==> config.mk <==
export PLATFORM = sky130hd
export DESIGN_NAME = ieu_muldiv_seq
export DESIGN_NICKNAME = d
export VERILOG_FILES = /design/src/rtl/ieu_muldiv_seq.sv
export SDC_FILE = /design/constraint.sdc
export NUM_CORES = 2
export LEC_CHECK = 0
export CAP_MARGIN = 20
export CORE_ASPECT_RATIO = 1.4
export CORE_MARGIN = 5
export CORE_UTILIZATION = 65
export DETAILED_ROUTE_END_ITERATION = 16
export PLACE_DENSITY = 0.83
export RECOVER_POWER = 100
export SLEW_MARGIN = 30
export SYNTH_ARGS = -nofsm -noshare
export SYNTH_HDL_FRONTEND = slang
export SYNTH_SLANG_ARGS = --single-unit
==> constraint.sdc <==
create_clock -name brq_clk -period 12.5 [get_ports brq_clk]
set_input_delay 1.875 -clock brq_clk [delete_from_list [all_inputs] [get_ports brq_clk]]
set_output_delay 1.875 -clock brq_clk [all_outputs]
set_load 0.02 [all_outputs]
==> src/rtl/ieu_muldiv_seq.sv <==
// ieu_muldiv_seq
// Multi-cycle sequencer for the RV32M multiply/divide operations in the
// execute stage. An op is accepted from decode with forwarded operands, the
// pipeline is stalled while the op is worked on, and the result is presented
// with a one-cycle strobe towards write-back.
//   Multiply ops take one registered pass through a full-width multiplier.
//   Divide/remainder ops use an iterative restoring divider, one bit per cycle.
//   Divide-by-zero and signed overflow finish without iterating.
//
// Ports:
//   brq_clk          clock
//   brq_rst          asynchronous, active-high reset
//   idu_md_valid     decode presents an M-extension op this cycle
//   idu_func3        op select (MUL, MULH, MULHSU, MULHU, DIV, DIVU, REM, REMU)
//   idu_addr_dst     destination register of the op
//   md_op_a/md_op_b  rs1/rs2 values after forwarding
//   md_flush         abort any op in flight (branch redirect)
//   md_stall         hold upstream stages
//   md_busy          sequencer is not idle
//   md_result_valid  one-cycle strobe qualifying md_result/md_addr_dst
//   md_result        result value
//   md_addr_dst      destination register of md_result

module ieu_muldiv_seq #(
  parameter int DataWidth    = 32,
  parameter int RegAddrWidth = 5
) (
  input  logic                    brq_clk,
  input  logic                    brq_rst,
  input  logic                    idu_md_valid,
  input  logic [2:0]              idu_func3,
  input  logic [RegAddrWidth-1:0] idu_addr_dst,
  input  logic [DataWidth-1:0]    md_op_a,
  input  logic [DataWidth-1:0]    md_op_b,
  input  logic                    md_flush,
  output logic                    md_stall,
  output logic                    md_busy,
  output logic                    md_result_valid,
  output logic [DataWidth-1:0]    md_result,
  output logic [RegAddrWidth-1:0] md_addr_dst
);

  localparam int CntWidth = $clog2(DataWidth);

  typedef enum logic [1:0] {
    IDLE,
    MUL,
    DIV,
    DONE
  } state_e;

  state_e                  state_q;
  logic [1:0]              func3_q;
  logic [RegAddrWidth-1:0] dst_q;
  logic [DataWidth-1:0]    opA_q;
  logic [DataWidth-1:0]    opB_q;
  logic [DataWidth-1:0]    quo_q;
  logic [DataWidth-1:0]    rem_q;
  logic [CntWidth-1:0]     count_q;
  logic                    negQuo_q;
  logic                    negRem_q;
  logic [DataWidth-1:0]    result_q;
  logic [RegAddrWidth-1:0] addrDst_q;

  // Accept-side decode on the live decode inputs. Signed divide ops have
  // func3[0]=0; remainder ops have func3[1]=1.
  logic                 accept;
  logic                 divSigned;
  logic                 divIsRem;
  logic                 divByZero;
  logic                 divOverflow;
  logic [DataWidth-1:0] absA;
  logic [DataWidth-1:0] absB;
  logic [DataWidth-1:0] specialResult;

  always_comb begin
    accept        = (state_q == IDLE) && idu_md_valid && !md_flush;
    divSigned     = ~idu_func3[0];
    divIsRem      = idu_func3[1];
    divByZero     = (md_op_b == '0);
    divOverflow   = divSigned && (md_op_a == {1'b1, {(DataWidth-1){1'b0}}})
                    && (md_op_b == '1);
    absA          = (divSigned && md_op_a[DataWidth-1]) ? -md_op_a : md_op_a;
    absB          = (divSigned && md_op_b[DataWidth-1]) ? -md_op_b : md_op_b;
    specialResult = '0;
    if (divByZero) begin
      specialResult = divIsRem ? md_op_a : '1;
    end else begin
      specialResult = divIsRem ? '0 : {1'b1, {(DataWidth-1){1'b0}}};
    end
  end

  // Multiply datapath: operands are extended to double width according to
  // their signedness so a single truncated product covers every variant.
  logic                     mulASigned;
  logic                     mulBSigned;
  logic [2*DataWidth-1:0]   mulA;
  logic [2*DataWidth-1:0]   mulB;
  logic [2*DataWidth-1:0]   product;
  logic [DataWidth-1:0]     mulResult;

  always_comb begin
    mulASigned = (func3_q == 2'b01) || (func3_q == 2'b10);
    mulBSigned = (func3_q == 2'b01);
    mulA       = {{DataWidth{mulASigned & opA_q[DataWidth-1]}}, opA_q};
    mulB       = {{DataWidth{mulBSigned & opB_q[DataWidth-1]}}, opB_q};
    product    = mulA * mulB;
    mulResult  = (func3_q == 2'b00) ? product[DataWidth-1:0]
                                    : product[2*DataWidth-1:DataWidth];
  end

  // One restoring divide step. The shifted partial remainder needs one extra
  // bit because an unsigned divisor can use the full data width, and one more
  // bit holds the borrow that decides whether to restore.
  logic [DataWidth:0]   remShift;
  logic [DataWidth+1:0] diff;
  logic                 stepNeg;
  logic [DataWidth-1:0] remStep_d;
  logic [DataWidth-1:0] quoStep_d;
  logic [DataWidth-1:0] quoFix;
  logic [DataWidth-1:0] remFix;
  logic [DataWidth-1:0] divResult;

  always_comb begin
    remShift  = {rem_q, quo_q[DataWidth-1]};
    diff      = {1'b0, remShift} - {2'b00, opB_q};
    stepNeg   = diff[DataWidth+1];
    remStep_d = stepNeg ? remShift[DataWidth-1:0] : diff[DataWidth-1:0];
    quoStep_d = {quo_q[DataWidth-2:0], ~stepNeg};
    quoFix    = negQuo_q ? -quoStep_d : quoStep_d;
    remFix    = negRem_q ? -remStep_d : remStep_d;
    divResult = func3_q[1] ? remFix : quoFix;
  end

  // Sequencer. Flush has priority over everything but reset and simply
  // returns to IDLE, so the result registers keep their previous contents.
  always_ff @(posedge brq_clk or posedge brq_rst) begin
    if (brq_rst) begin
      state_q   <= IDLE;
      func3_q   <= '0;
      dst_q     <= '0;
      opA_q     <= '0;
      opB_q     <= '0;
      quo_q     <= '0;
      rem_q     <= '0;
      count_q   <= '0;
      negQuo_q  <= 1'b0;
      negRem_q  <= 1'b0;
      result_q  <= '0;
      addrDst_q <= '0;
    end else if (md_flush) begin
      state_q <= IDLE;
    end else begin
      unique case (state_q)
        IDLE: begin
          if (accept) begin
            func3_q  <= idu_func3[1:0];
            dst_q    <= idu_addr_dst;
            opA_q    <= md_op_a;
            opB_q    <= idu_func3[2] ? absB : md_op_b;
            negQuo_q <= divSigned && (md_op_a[DataWidth-1] ^ md_op_b[DataWidth-1]);
            negRem_q <= divSigned && md_op_a[DataWidth-1];
            if (!idu_func3[2]) begin
              state_q <= MUL;
            end else if (divByZero || divOverflow) begin
              result_q  <= specialResult;
              addrDst_q <= idu_addr_dst;
              state_q   <= DONE;
            end else begin
              quo_q   <= absA;
              rem_q   <= '0;
              count_q <= CntWidth'(DataWidth - 1);
              state_q <= DIV;
            end
          end
        end
        MUL: begin
          result_q  <= mulResult;
          addrDst_q <= dst_q;
          state_q   <= DONE;
        end
        DIV: begin
          quo_q <= quoStep_d;
          rem_q <= remStep_d;
          if (count_q == '0) begin
            result_q  <= divResult;
            addrDst_q <= dst_q;
            state_q   <= DONE;
          end else begin
            count_q <= count_q - CntWidth'(1);
          end
        end
        DONE: begin
          state_q <= IDLE;
        end
      endcase
    end
  end

  // The strobe is decoded from the DONE state rather than registered so that
  // a flush arriving in the DONE cycle itself can still suppress it. Stall
  // covers the accept cycle combinationally and drops during reset or flush.
  always_comb begin
    md_result_valid = (state_q == DONE) && !md_flush;
    md_busy         = (state_q != IDLE);
    md_stall        = !brq_rst && !md_flush &&
                      (accept || (state_q == MUL) || (state_q == DIV));
    md_result       = result_q;
    md_addr_dst     = addrDst_q;
  end

endmodule

Yosys cells after proc, flatten, opt, wreduce, memory -nomap -nowiden
Index checks and enable logic that the tools add are counted.

operators by class
  shift-type cells = 0
  equality and inequality tests = 15
  $add $sub $neg = 6
  divide/modulo/power cells = 0
  multiply operators = 1
  $lt $le $gt $ge = 0
  reduce and logical (&&, ||, !) cells = 28
  bitwise operators = 6
  mux-type cells = 40

operators by type and width
  operator                count
  $mux W32                21
  $neg A32 Y32            4
  $pmux W32 S2            2
  $pmux W32 S3            1
  $eq A32 B32 Y1 const B  2
  $mul A33 B33 Y64        1
  $mux W5                 8
  $sub A33 B32 Y34        1
  $logic_not A32 Y1       1
  $pmux W5 S3             1
  $reduce_and A6 Y1       2
  $logic_and A1 B1 Y1     10
  $ne A2 B2 Y1 const B    5
  $pmux W5 S2             1
  $mux W2                 4
  $pmux W2 S4             1
  $eq A2 B2 Y1 const B    3
  $ne A3 B3 Y1 const B    2
  $logic_not A5 Y1        1
  $reduce_and A5 Y1       1
  $sub A5 B1 Y5 const B   1
  $eq A2 B1 Y1 const B    2
  $logic_not A2 Y1        2
  $logic_or A1 B1 Y1      4
  other kinds (10)        15

storage, ports and cells
  output and inout port bits = 40
  register bits = 181
  bits in writable memories = 0
  memory bits (read-only) = 0
  logic and storage cells = 108
  input port bits = 76
  memories kept = 0
  bits in latches = 0

Logic depth before layout (Yosys ltp)
  depth after elaboration = 9
  gate-level depth with buffers = 36
  gate-level depth less buffers = 31

Worst setup path before layout
OpenSTA, ideal clock, no wires.

  path type = flip-flop to flip-flop
  start point = register func3_q[1]
  end point = register result_q[30] (netlist: md_result[30])
  required time = 12.376 ns
  path slack = 3.476 ns
  data arrival time = 8.900 ns
  stages on the path, launching flop included = 34
  clock period less this slack = 9.024 ns
  cells stage by stage = dfrtp_1 -> clkbuf_1 -> clkinv_1 -> clkbuf_1 -> ha_1 -> and2_1 -> clkbuf_1 -> clkbuf_1 -> nand2_1 -> inv_1 -> fa_1 -> inv_1 -> fa_1 -> inv_1 -> fa_1 -> inv_1 -> fa_1 -> fa_1 -> fa_1 -> fa_1 -> fa_1 -> inv_1 -> ha_1 -> clkbuf_1 -> a21o_1 -> a21o_1 -> a21oi_1 -> o21bai_1 -> a21o_1 -> a21oi_1 -> o21ai_0 -> a21o_1 -> xor2_1 -> a211o_1

between the ends
  cells in the longest elaborated chain, start to end = 6
  elaborated cells between the ends (all ways) = 11
  those cells by class = mul (1); eq/ne (2); mux (4); bitwise (2); reduce/logical (2)

ends and longest elaborated chain
  element                                              line      text
  start: declaration                                   53        logic [1:0] func3_q;
  start signal: assignment                             157       func3_q <= idu_func3[1:0];
  $eq A2 B1 Y1 / $eq A2 B2 Y1 (equally long branches)  103, 104
  $logic_or A1 B1 Y1                                   103       mulASigned = (func3_q == 2'b01) || (func3_q == 2'b10);
  $and A1 B1 Y1                                        105       mulA = {{DataWidth{mulASigned & opA_q[DataWidth-1]}}, opA_q};
  $mul A33 B33 Y64                                     107       product = mulA * mulB;
  $mux W32                                             108       mulResult = (func3_q == 2'b00) ? product[DataWidth-1:0]
  $pmux W32 S3 (*)                                     154       unique case (state_q)
  end signal: assignment                               166       result_q <= specialResult;
  end signal: assignment                               178       result_q <= mulResult;
  end signal: assignment                               186       result_q <= divResult;
  end: declaration                                     62        logic [DataWidth-1:0] result_q;

Mark *: on every way between the ends. The rest lies on a longest branch, timed or not. The select of a mux whose other input is x is not followed.
A chain may end at the register's enable or synchronous reset.

Worst setup path in the final report
  start point = register func3_q[1]
  end point = register result_q[29] (netlist: md_result[29])

Same word-level chain as after synthesis.

==> flow_metrics.env <==
export IMPL_outcome="complete, but fails checks"
export IMPL_failed_checks="max-capacitance violations, max-slew violations"
export IMPL_path_clk_slew_ns=0.08
export IMPL_initial_core_util_pct=65.6
export IMPL_grt_pass1_wl_um=247000
export IMPL_hold_viol_final=0
export IMPL_final_nets=7328
export IMPL_coreArea_mm2=0.0792
export IMPL_dieHeight_um=345
export IMPL_synth_cells=5997
export IMPL_yosysSeqAreaShare_pct=8.72
export IMPL_synth_nets=7457
export IMPL_grt_start_max_net_pins=128
export IMPL_hold_depth=2
export IMPL_crit_fanout=18
export IMPL_htreeDepth=4
export IMPL_syn_area_per_cell_um2=8.67
export IMPL_die_area_mm2=0.0858
export IMPL_clock_sinks=181
export IMPL_synth_area_mm2=0.0520
export IMPL_crit_path_end_kind="flop"
export IMPL_post_cts_resized=0
export IMPL_nFillCells=6164
export IMPL_area_growth_synth_to_final_pct=4.60
export IMPL_ff2ff_setup_slack_ns=2.16
export IMPL_max_freq_ghz=0.0967
export IMPL_slew_headroom_pct=-227
export IMPL_worst_slew_pin_slew_ns=4.88
export IMPL_cts_tree="built"
export IMPL_dp_hpwl_um=124000
export IMPL_ctsRootBufferMaster="clkbuf_16"
export IMPL_grt_pass1_vias=46000
export IMPL_drtAntennaViolNets=0
export IMPL_cp_slowest_cell="and2_0"
export IMPL_drcViolationCount=0
export IMPL_setup_viol_count_final=0
export IMPL_overflow=0
export IMPL_setup_tns_ns=0
export IMPL_wire_per_inst_um=22.4
export IMPL_synth_ff_type="dfrtp_1"
export IMPL_grt_setup_unrepaired="no"
export IMPL_grt_total_usage_pct=36.9
export IMPL_vias_per_cell=6.10
export IMPL_startpoint="func3_q[1]"
export IMPL_die_width_um=249
export IMPL_num_rows=122
export IMPL_drt_iter0_drc=3574
export IMPL_ys_seq_elements=181
export IMPL_vias=42300
export IMPL_path_buf_inv=8
export IMPL_slew_violations=423
export IMPL_post_cts_setup_buffer_count=0
export IMPL_cp_common_cell="fa_1"
export IMPL_crit_cells=31
export IMPL_place_congestion=1.03
export IMPL_cp_arrival_ns=10.68
export IMPL_path_class="reg2reg"
export IMPL_hold_class="reg2reg"
export IMPL_critPathLaunchType="flop"
export IMPL_ios=116
export IMPL_ctsLongestPathBuffers=2
export IMPL_finalWirelength_um=155000
export IMPL_synth_yosys_warnings=0
export IMPL_finClkSkew_ns=0.0234
export IMPL_antenna_found_initial=12
export IMPL_numCtsBuffers=17
export IMPL_rr_worst_depth=31
export IMPL_clock_latency_ns=0.48
export IMPL_synth_edff_count=0
export IMPL_crit_end="md_result[29]"
export IMPL_min_period_ns=10.34
export IMPL_required_ns=12.85
export IMPL_timing_rr_end="md_result[29]"
export IMPL_reg2reg_from="func3_q[1]"
export IMPL_async_flop_share_pct=100
export IMPL_synthDistinctLibCells=91
export IMPL_cap_viol_max_count=6
export IMPL_cts_hold_repair_buffers=0
export IMPL_firstDrtPassIters=6
export IMPL_path_delay_family="adder cells"
export IMPL_io_buffers=115
export IMPL_finalCritPeriodShare_pct=82.7
export IMPL_drive_above_1_share_pct=3.62
export IMPL_critPathMaxStageDelay_ns=0.99
-- worst min path at each step --
stage          slack [ns]      start   endpoint
6_report             0.48  opB_q[27]  opB_q[27]
5_1_grt              0.50   opB_q[9]   opB_q[9]
4_1_cts              0.49  opB_q[27]  opB_q[27]
3_5_place_dp         0.47   opB_q[2]   opB_q[2]
3_3_place_gp         0.46   opB_q[5]   opB_q[5]
2_1_floorplan        0.47  rem_q[26]  rem_q[26]
-- layout make-up --
| type | count | area (um2) | share of cell area (%) |
|---|---|---|---|
| Antenna cell | 2 | 5.00 | 0.00921 |
| Clock buffer | 18 | 439 | 0.808 |
| Inverter | 1269 | 4760 | 8.77 |
| Clock inverter | 14 | 173 | 0.318 |
| Sequential cell | 181 | 4550 | 8.38 |
| Timing Repair Buffer | 195 | 1730 | 3.18 |
| Tap cell | 1054 | 1320 | 2.43 |
| Multi-Input combinational cell | 4204 | 41400 | 76.1 |
-- cell usage after synthesis (10+ instances only) --
cell      number  share of area (%)
dfrtp_1      181                8.7
o41ai_1       17               0.29
o21bai_1      11               0.16
inv_1       1265                9.1
nor2_1       178                1.3
o21ai_0      231                2.2
xor2_1        79                1.3
nand4_1       23               0.28
o211ai_1      30               0.43
nor4_1        20               0.24
nand2_1     1061                7.7
fa_1        1126                 43
o21a_1        19               0.27
or2_2         17               0.20
xnor2_1      114                1.9
a21o_1        63               0.91
o31ai_1       47               0.68
ha_1         258                6.2
a211oi_1      24               0.35
clkbuf_1     316                2.3
and2_1       267                3.2
a221oi_1      19               0.32
and3_1        35               0.42
o221ai_1      12               0.20
a21oi_1      150                1.4
nor2b_1       18               0.22
mux2_2        48                1.0
nand3b_1      10               0.14
nand2b_1      28               0.34
or3_1         24               0.29
mux2i_1       31               0.60
a31oi_1       19               0.23
buf_2         15               0.14
nand3_1       41               0.39
nor3_1        48               0.46
-- layer usage --
layer | vias to the layer above | GRT usage [%] | share of wire (%)
li1 | 18000 | - | -
met1 | 21300 | 42.5 | 34
met2 | 2276 | 63.6 | 49
met3 | 730 | 6.35 | 8.5
met4 | 10 | 24.8 | 8.6
met5 | - | 0 | 0.044
-- kinds of logic (layout without fill, tap and decap cells) --
| kind of cell | after synthesis | after routing | share of synthesized area, % |
|---|---|---|---|
| DFF | 181 | 181 | 8.72 |
| xor gates and xnor gates | 193 | 193 | 3.25 |
| and+or+nand+nor | 1806 | 1806 | 15.8 |
| other | 0 | 2 | 0 |
| buffers and inverters | 1612 | 1496 | 11.7 |
| adders and majority gates | 1384 | 1384 | 49.6 |
| AOI/OAI and AO/OA | 741 | 741 | 9.30 |
| muxes | 80 | 80 | 1.66 |
-- worst register-to-register path: cells and delay by family (launching register included) --
kind	cells	cell delay [ns]
buffers and inverters	8	1.19
and+or+nand+nor	2	1.31
AOI/OAI and AO/OA	10	1.74
xor gates and xnor gates	1	0.18
adders and majority gates	10	5.45
DFF	1	0.36
-- through the flow --
| step | area [um2] | hold slack (ns) | utilization, % | setup slack, ns | std cells |
|---|---|---|---|---|---|
| after floorplan | 52000 | 0.468 | - | 3.48 | 5997 |
| after global placement | 53800 | 0.463 | 67.9 | 2.78 | 6902 |
| after detailed placement | 53800 | 0.471 | 67.9 | 2.58 | 6903 |
| after CTS | 54400 | 0.488 | 68.7 | 2.48 | 6935 |
| after global routing | 54400 | 0.504 | 68.6 | 1.54 | 6935 |
| final | 54400 | 0.484 | 68.6 | 2.16 | 6937 |
-- cells in the final DEF, fill, tap and decap left out, types with 19 or more instances in the layout --
cell,instances
a211oi_1,24
a21o_1,62
a21oi_1,150
a221oi_1,19
a31oi_1,19
and2_1,266
and3_1,35
buf_4,74
clkdlybuf4s50_1,70
dfrtp_1,162
dfrtp_2,19
dlygate4sd3_1,45
fa_1,1126
ha_1,257
inv_1,1264
mux2_2,47
mux2i_1,31
nand2_1,1061
nand2b_1,28
nand3_1,41
nand4_1,23
nor2_1,177
nor3_1,48
nor4_1,20
o211ai_1,30
o21a_1,19
o21ai_0,232
o31ai_1,47
or3_1,24
xnor2_1,114
xor2_1,79
-- flip-flops by register name, indices dropped and copies added, names as in the netlist --
| signal | count |
|---|---|
| negQuo_q | 1 |
| rem_q | 32 |
| md_result | 32 |
| count_q | 5 |
| opA_q | 32 |
| negRem_q | 1 |
| md_addr_dst | 5 |
| state_q | 2 |
| quo_q | 32 |
| opB_q | 32 |
| func3_q | 2 |
| dst_q | 5 |
Power is not shown: default switching activity piles up to over one toggle a cycle in this logic, so the estimate is an artifact.
